[config.mk]
export PLATFORM = sky130hd
export DESIGN_NAME = fetch_sequencer
export DESIGN_NICKNAME = d
export VERILOG_FILES = /design/src/rtl/fetch_pkg.sv /design/src/rtl/next_pc_calc.sv /design/src/rtl/fetch_sequencer.sv
export SDC_FILE = /design/constraint.sdc
export NUM_CORES = 1
export LEC_CHECK = 0
export CAP_MARGIN = 40
export CELL_PAD_IN_SITES_DETAIL_PLACEMENT = 0
export CELL_PAD_IN_SITES_GLOBAL_PLACEMENT = 1
export CORE_MARGIN = 2
export CORE_UTILIZATION = 53
export DETAILED_ROUTE_END_ITERATION = 10
export DONT_BUFFER_PORTS = 1
export PLACE_DENSITY = 0.9
export SYNTH_ARGS = -nofsm -noshare
export SYNTH_HDL_FRONTEND = slang
export SYNTH_HIERARCHICAL = 1
export SYNTH_SLANG_ARGS = --single-unit
[constraint.sdc]
create_clock -name clk -period 11.32 [get_ports clk]
set_input_delay 1.698 -clock clk [delete_from_list [all_inputs] [get_ports clk]]
set_output_delay 1.698 -clock clk [all_outputs]
set_load 0.005 [all_outputs]
[src/rtl/fetch_pkg.sv]
// Shared types and constants for the fetch sequencer and its bench.
package fetch_pkg;

  typedef enum logic [1:0] {
    StIdle    = 2'd0,
    StFetch   = 2'd1,
    StDeliver = 2'd2,
    StDone    = 2'd3
  } fetch_state_e;

  localparam logic [5:0] OP_RTYPE = 6'b000000;
  localparam logic [5:0] OP_LW    = 6'b100011;
  localparam logic [5:0] OP_SW    = 6'b101011;
  localparam logic [5:0] OP_BEQ   = 6'b000100;
  localparam logic [5:0] OP_J     = 6'b000010;

endpackage

[src/rtl/next_pc_calc.sv]
// Combinational next-PC selection: sequential, taken beq or j, plus the end-of-program test.
module next_pc_calc
  import fetch_pkg::*;
#(
  parameter logic [31:0] LAST_PC = 32'd32
) (
  input  logic [31:0] pc,
  input  logic        jump,
  input  logic [25:0] jump_target,
  input  logic        branch_taken,
  input  logic [15:0] branch_offset,
  output logic [31:0] next_pc,
  output logic        out_of_range
);

  logic [31:0] pc4;
  logic [31:0] br_disp;

  always_comb begin
    pc4     = pc + 32'd4;
    br_disp = {{14{branch_offset[15]}}, branch_offset, 2'b00};
    if (jump) begin
      next_pc = {pc4[31:28], jump_target, 2'b00};
    end else if (branch_taken) begin
      next_pc = pc4 + br_disp;
    end else begin
      next_pc = pc4;
    end
    out_of_range = (next_pc > LAST_PC) || (next_pc[1:0] != 2'b00);
  end

endmodule

[src/rtl/fetch_sequencer.sv]
// Multicycle fetch controller: owns the PC, fetches over req/ack, delivers over valid/ready.
module fetch_sequencer
  import fetch_pkg::*;
#(
  parameter logic [31:0] RESET_PC = 32'h0000_0000,
  parameter logic [31:0] LAST_PC  = 32'd32,
  parameter int unsigned COUNT_W  = 16
) (
  input  logic               clk,
  input  logic               rst_n,
  input  logic               start,
  output logic               imem_req,
  output logic [31:0]        imem_addr,
  input  logic               imem_ack,
  input  logic [31:0]        imem_rdata,
  output logic               instr_valid,
  input  logic               instr_ready,
  output logic [31:0]        instr_out,
  output logic [31:0]        instr_pc,
  input  logic               jump,
  input  logic [25:0]        jump_target,
  input  logic               branch_taken,
  input  logic [15:0]        branch_offset,
  output logic               busy,
  output logic               done,
  output logic [COUNT_W-1:0] retired
);

  fetch_state_e       state_q, state_d;
  logic [31:0]        pc_q, pc_d;
  logic [COUNT_W-1:0] retired_q, retired_d;
  logic [31:0]        instr_q, instr_d;
  logic [31:0]        ipc_q, ipc_d;
  logic [31:0]        next_pc;
  logic               out_of_range;

  next_pc_calc #(
    .LAST_PC (LAST_PC)
  ) u_next_pc_calc (
    .pc            (pc_q),
    .jump          (jump),
    .jump_target   (jump_target),
    .branch_taken  (branch_taken),
    .branch_offset (branch_offset),
    .next_pc       (next_pc),
    .out_of_range  (out_of_range)
  );

  always_ff @(posedge clk or negedge rst_n) begin
    if (!rst_n) begin
      state_q   <= StIdle;
      pc_q      <= RESET_PC;
      retired_q <= '0;
      instr_q   <= '0;
      ipc_q     <= '0;
    end else begin
      state_q   <= state_d;
      pc_q      <= pc_d;
      retired_q <= retired_d;
      instr_q   <= instr_d;
      ipc_q     <= ipc_d;
    end
  end

  always_comb begin
    state_d   = state_q;
    pc_d      = pc_q;
    retired_d = retired_q;
    instr_d   = instr_q;
    ipc_d     = ipc_q;
    unique case (state_q)
      StIdle, StDone: begin
        if (start) begin
          pc_d      = RESET_PC;
          retired_d = '0;
          state_d   = StFetch;
        end
      end
      StFetch: begin
        if (imem_ack) begin
          instr_d = imem_rdata;
          ipc_d   = pc_q;
          state_d = StDeliver;
        end
      end
      StDeliver: begin
        if (instr_ready) begin
          if (retired_q != '1) begin
            retired_d = retired_q + COUNT_W'(1);
          end
          // An illegal next PC ends the program with the PC left at the last fetch.
          if (out_of_range) begin
            state_d = StDone;
          end else begin
            pc_d    = next_pc;
            state_d = StFetch;
          end
        end
      end
      default: state_d = StIdle;
    endcase
  end

  always_comb begin
    imem_req    = (state_q == StFetch);
    imem_addr   = pc_q;
    instr_valid = (state_q == StDeliver);
    instr_out   = instr_q;
    instr_pc    = ipc_q;
    busy        = (state_q == StFetch) || (state_q == StDeliver);
    done        = (state_q == StDone);
    retired     = retired_q;
  end

endmodule

# Word level (Yosys, flattened, before mapping)
# Cells that the tools add are included.
[totals]
regBits = 114
input_bits = 81
out_inout_bits = 116
[classes]
n_addsub = 3
order_cmp = 1
eq_ne = 9
n_mux = 15
reduce_logical = 10
[ops]
columns = ["operator", "count"]
rows = [
  ["two-way mux 32 bit", 5],
  ["case mux 32 bit (2 select lines)", 1],
  ["two-way mux 16 bit", 3],
  ["adder 32 x 3 -> 32 bit, second input constant", 1],
  ["adder 32 bit", 1],
  ["greater-than comparator 32 x 6 -> 1 bit, second input constant", 1],
  ["case mux 16 bit (2 select lines)", 1],
  ["adder 16 x 1 -> 16 bit, second input constant", 1],
  ["inequality test 16 bit, second input constant", 1],
  ["two-way mux 2 bit", 4],
  ["AND reduction 4 bit", 2],
  ["inequality test 2 x 1 -> 1 bit, second input constant", 3],
  ["case mux 2 bit (3 select lines)", 1],
  ["== test 2 bit, second input constant", 2],
  ["inequality test 2 bit, second input constant", 2],
  ["nonzero test 2 bit", 2],
  ["AND reduction 3 bit", 1],
  ["== test 2 x 1 -> 1 bit, second input constant", 1],
  ["logical NOT 2 bit", 1],
  ["logical OR 1 bit", 2],
  ["AND reduction 2 bit", 1],
  ["OR reduction 2 bit", 1],
]

# Logic depth before layout (Yosys ltp)
[logic_depth]
ltp_word = 9
mapped_depth = 22
mapped_depth_nobuf = 20

# By module
# Netlist, hierarchy kept.
[modules_own_cells]
columns = ["mod", "n_inst", "cells_each", "area_per_inst_um2", "seq_area_each_um2"]
rows = [
  ["fetch_sequencer", 1, 327, 4571.9, 2852.7],
  ["next_pc_calc", 1, 432, 2876.5, 0.0],
]

# Least setup slack after synthesis
# OpenSTA, ideal clock, no wires.
[synth_timing]
kind = "input-to-reg"
startpoint = "input branch_offset[0]"
endpoint = "register pc_q[0], in the netlist imem_addr[0]"
setup_time_ps = 66
t_arrival_ps = 5760
required_ps = 11254
setup_slack_ps = 5493
path_stages = 15
n_path_buf = 1
cell_sequence = "ha_1 -> fa_1 -> a211oi_2 -> o21a_1 -> o221ai_1 -> a21boi_1 -> xor2_1 -> a21oi_1 -> or3_1 -> or4_1 -> or4_1 -> or3_1 -> a21oi_1 -> clkbuf_1 -> a22o_1"
[synth_via]
elab_chain_len = 7
[synth_rtl]
columns = ["element", "line_no", "text"]
rows = [
  ["start, declared", "fetch_sequencer.sv:23", "input logic [15:0] branch_offset,"],
  ["adder 32 bit", "next_pc_calc.sv:25", "next_pc = pc4 + br_disp;"],
  ["two-way mux 32 bit", "next_pc_calc.sv:24", "end else if (branch_taken) begin"],
  ["two-way mux 32 bit", "next_pc_calc.sv:22", "if (jump) begin"],
  ["net next_pc[14]", "fetch_sequencer.sv:34", "logic [31:0] next_pc;"],
  ["greater-than comparator 32 x 6 -> 1 bit", "next_pc_calc.sv:29", "out_of_range = (next_pc > LAST_PC) || (next_pc[1:0] != 2'b00);"],
  ["logical OR 1 bit", "next_pc_calc.sv:29", ""],
  ["net out_of_range", "fetch_sequencer.sv:35", "logic out_of_range;"],
  ["inequality test 2 bit (no line)", "-", ""],
  ["AND reduction 4 bit (no line)", "-", ""],
  ["end signal, assigned", "fetch_sequencer.sv:58", "pc_q <= pc_d;"],
  ["end, declared", "fetch_sequencer.sv:30", "logic [31:0] pc_q, pc_d;"],
]
# The timed path passes the listed nets, and every way through them passes these cells.
# A chain may end at the register's enable or synchronous reset.

# Worst setup path after layout
[layout_timing]
startpoint = "register pc_q[9], in the netlist imem_addr[9]"
endpoint = "register pc_q[4], in the netlist imem_addr[4]"
[layout_via]
elab_chain_len = 8
[layout_rtl]
columns = ["element", "line_no", "text"]
rows = [
  ["adder 32 x 3 -> 32 bit (*)", "next_pc_calc.sv:20", "pc4 = pc + 32'd4;"],
  ["adder 32 bit", "next_pc_calc.sv:25", ""],
  ["two-way mux 32 bit (*)", "next_pc_calc.sv:24", ""],
  ["two-way mux 32 bit (*)", "next_pc_calc.sv:22", ""],
  ["net next_pc[26]", "fetch_sequencer.sv:34", ""],
  ["greater-than comparator 32 x 6 -> 1 bit (*)", "next_pc_calc.sv:29", ""],
  ["logical OR 1 bit (*)", "next_pc_calc.sv:29", ""],
  ["net out_of_range", "fetch_sequencer.sv:35", ""],
  ["inequality test 2 bit (no line) (*)", "-", ""],
  ["AND reduction 4 bit (no line) (*)", "-", ""],
]
# Mark *: on every way through the listed nets, which the timed path passes. The rest lies on a longest branch.

==> out/results.txt <==
Clock Pin Slew Worst Setup and Hold Paths: 0.05 ns
Top post-synthesis cells by area: dfrtp_1 38%, mux2_2 10%, ha_1 6.0%
Pin count of the biggest net entering global routing: 115
Final setup viols: 0
Root Driver: clkbuf_16
Hold-fix buffers at CTS: 0
Fmax: 153.5 MHz
Pwr/cell area: 231.4 nW/um^2
Count of different cell masters after synthesis: 71
Clk_skew: 0.007588 ns
Wire length per cell: 22.99 um
Combinational cell fraction of total power: 35.4%
Critical Path AT: 6.81 ns
Int Power: 1.185 mW
DP HPWL: 16.57 mm
Warnings from Yosys: 6
Yosys top cell area share: 38.30%
Routed Antenna Nets: 0
Worst path bufs/invs: 2
P&R area growth vs syn: 9.760%
Reg power frac: 36.1%
Slowest cell on the critical path: nor4_1
GR Overflow Total: 0
TritonCTS clock tree: done
Total power draw: 1.892 mW
Dominant synthesized flop cell: dfrtp_1
Vias: 6285
Critical Path RT: 11.61 ns
Most common cell on crit path: or4_1
GRT Total Usage: 28.20%
Finished Core Util: 59.13%
Initial antenna violation count: 2
Share of cells above drive strength 1: 16.27%
Crit path launch type: flip-flop
Number of synthesized flops with an enable pin: 0
Biggest fanout along the worst timing path: 19
Clk sink count: 114
First-pass GRT wire length: 32.49 mm
Die Wd: 122.5 um
VDD IR-drop max: 108.8 uV
Post-synth top area cell: dfrtp_1
Crit-path cells: nand4_1 > nor4_1 > nand4_1 > inv_1 > nand3_1 > xnor2_1 > ha_1 > a21oi_1 > o211ai_1 > or3_1 > a21oi_1 > a211oi_1 > or4_1 > or4_1 > or4_1 > or3_1 > nand2_1 > nand2_1 > buf_8 > a22o_1
Worst hold start: instr_pc[14]$_DFFE_PN0P_
CTS max path bufs: 2
Status: completed
Unrepaired setup endpoints after global routing: no
Netlist Area Pre-Place: 7448 um^2
Total CTS buffers: 17
Ports: 197
Number of port buffers: 0
Synthesized area per cell: 9.813 um^2
Asr flop ratio synth: 100.0%
DRT Pass-1 Iters: 6
Max Transition Viols Final: 0
Worst-Skew Late Latency: 0.41 ns
Layout fillers: 1167
# rows: 43
Final worst path period need: 6.514 ns
Die area: 15020 um^2
Post-synthesis sequential area ratio: 38.30%
Vias per std cell: 6.658
Flops & latches, synth: 114
Routed wire length: 21.70 mm
Delay-heaviest family, CP: simple AND/OR/NAND/NOR gates
Tcrit/Tclk final: 57.54%
Post-cts sizing count: 0
PnR worst setup slack: 4.806 ns
Drt drc: 0
Worst slack at placement: 4.892 ns
Max_cap viols: 0
# nets final: 867
Slew headroom: 48.78%
Leak: 3.701 nW
Multi-input gate area: 4335 um^2
Sw frac: 37.35%
Worst-Margin Slew: 0.7682 ns
Synthesized netlist cell count: 759
Crit path kind: flip-flop to flip-flop
Min Hold Slack: 0.5304 ns
RePlAce Congestion: 0.9776
Die Y-Extent: 122.5 um
H-tree Lvls: 4
Number of post-CTS setup repair buffers: 0
R2R Path Start: imem_addr[9]$_DFFE_PN0P_
Fin. Hold Viols: 0
Clock share of power: 28.5%
Min-delay worst type: flip-flop to flip-flop
Slowest stage delay, CP: 0.54 ns
Final setup TNS: 0 ns
Crit. Startpoint: imem_addr[9]$_DFFE_PN0P_
Vias in the first global route: 5966
Psw: 706.7 uW
Syn nets: 877
FF/Latch Area: 2853 um^2
Initial Utilization: 53.87%
Crit path capture type: flip-flop
Initial DRC count: 566
CORE AREA: 13830 um^2
## routing by layer
| layer | part of all wire, % | vias to the layer above | track usage (%) | wire, um |
|---|---|---|---|---|
| li1 | - | 2834 | - | - |
| met1 | 39 | 3025 | 34.27 | 8572 |
| met3 | 9.8 | 60 | 8.783 | 2120 |
| met2 | 47 | 366 | 46.35 | 10250 |
| met5 | 0 | - | 0 | 0 |
| met4 | 3.5 | 0 | 11.85 | 760 |
## layout make-up
| cell class | instances | area share (%) |
|---|---|---|
| multi-input cells | 582 | 53.03 |
| well taps | 180 | 2.755 |
| clock inverters | 9 | 1.576 |
| diodes | 2 | 0.06122 |
| repair buffers | 4 | 0.4591 |
| flip-flops and latches | 114 | 34.89 |
| clock buffers | 23 | 5.846 |
| inverters | 30 | 1.377 |
## final timing paths
check / endpoint / slack (ns) / depth (start not counted)
worst max-delay path: imem_addr[4]$_DFFE_PN0P_ / 4.81 / 20
worst min-delay path: instr_pc[14]$_DFFE_PN0P_ / 0.53 / 1
worst max register to register: imem_addr[4]$_DFFE_PN0P_ / 4.81 / 20
worst min register to register: instr_pc[14]$_DFFE_PN0P_ / 0.53 / 1
max in group asynchronous: imem_addr[0]$_DFFE_PN0P_ / 10.17 / 0
min in group asynchronous: instr_out[5]$_DFFE_PN0P_ / 0.99 / 0
## logic make-up (layout without fill, tap and decap cells)
kind of cell,count (synthesis),after routing,share of synthesized area (%)
flip-flops,114,114,38.30
multiplexers,72,72,10.82
other,0,2,0
adder cells (fa/ha/maj),37,37,6.316
AO/OA/AOI/OAI,210,210,20.46
buffers and inverters,63,66,3.578
AND/OR/NAND/NOR,216,216,15.00
XOR/XNOR,47,47,5.527
## power groups by stage
| stage | logic, mW | clock network [mW] | registers (mW) |
|---|---|---|---|
| floorplan | 0.528 | 0 | 0.629 |
| global placement | 0.622 | 0 | 0.677 |
| detailed placement | 0.656 | 0 | 0.689 |
| CTS | 0.661 | 0.544 | 0.683 |
| global route | 0.728 | 0.564 | 0.699 |
| finish | 0.669 | 0.540 | 0.683 |
## stage by stage
stage          cells  cell area [um^2]
6_report         944              8175
5_1_grt          943              8173
3_5_place_dp     910              7564
2_1_floorplan    759              7448
3_3_place_gp     909              7548
4_1_cts          942              8170
## cells in the mapped netlist (5+ instances only)
library cell    n
dfrtp_1       114
mux2_2         66
nand2_1        60
a21oi_1        58
nor2_1         37
ha_1           36
a22o_1         34
nand3_1        28
inv_1          27
xnor2_1        27
clkbuf_1       26
o21ai_0        26
xor2_1         20
nand4_1        19
a21o_1         11
nor3_1         11
or3_1          11
and3_1         10
o211ai_1       10
nor4_1          8
a31oi_1         7
a211oi_1        6
nand2b_1        6
nor3b_1         5
or4_1           5
## sequential cells by signal, indices dropped and copies added, names as in the netlist
| register | cells |
|---|---|
| imem_addr | 32 |
| instr_out | 32 |
| instr_pc | 32 |
| retired | 16 |
| state_q | 2 |
## worst register-to-register path, cell delays in order, from the launching register on
cell	delay [ns]
dfrtp_1	0.51
nand4_1	0.30
nor4_1	0.54
nand4_1	0.30
inv_1	0.14
nand3_1	0.10
xnor2_1	0.29
ha_1	0.36
a21oi_1	0.19
o211ai_1	0.18
or3_1	0.39
a21oi_1	0.15
a211oi_1	0.08
or4_1	0.52
or4_1	0.47
or4_1	0.52
or3_1	0.40
nand2_1	0.11
nand2_1	0.33
buf_8	0.30
a22o_1	0.25
## cell usage in the layout (no fill, tap or decap), drive strengths merged, types with 8 or more instances in the layout
cell	n
xor2	20
clkbuf	23
dfrtp	114
a22o	34
xnor2	27
a21o	11
or3	12
nand3	28
nand2	60
o211ai	10
ha	36
and3	10
inv	30
nand4	20
o21ai	28
mux2	68
a21oi	61
nor2	37
nor4	8
nor3	11
No activity file was read; power rests on OpenSTA's default activity.
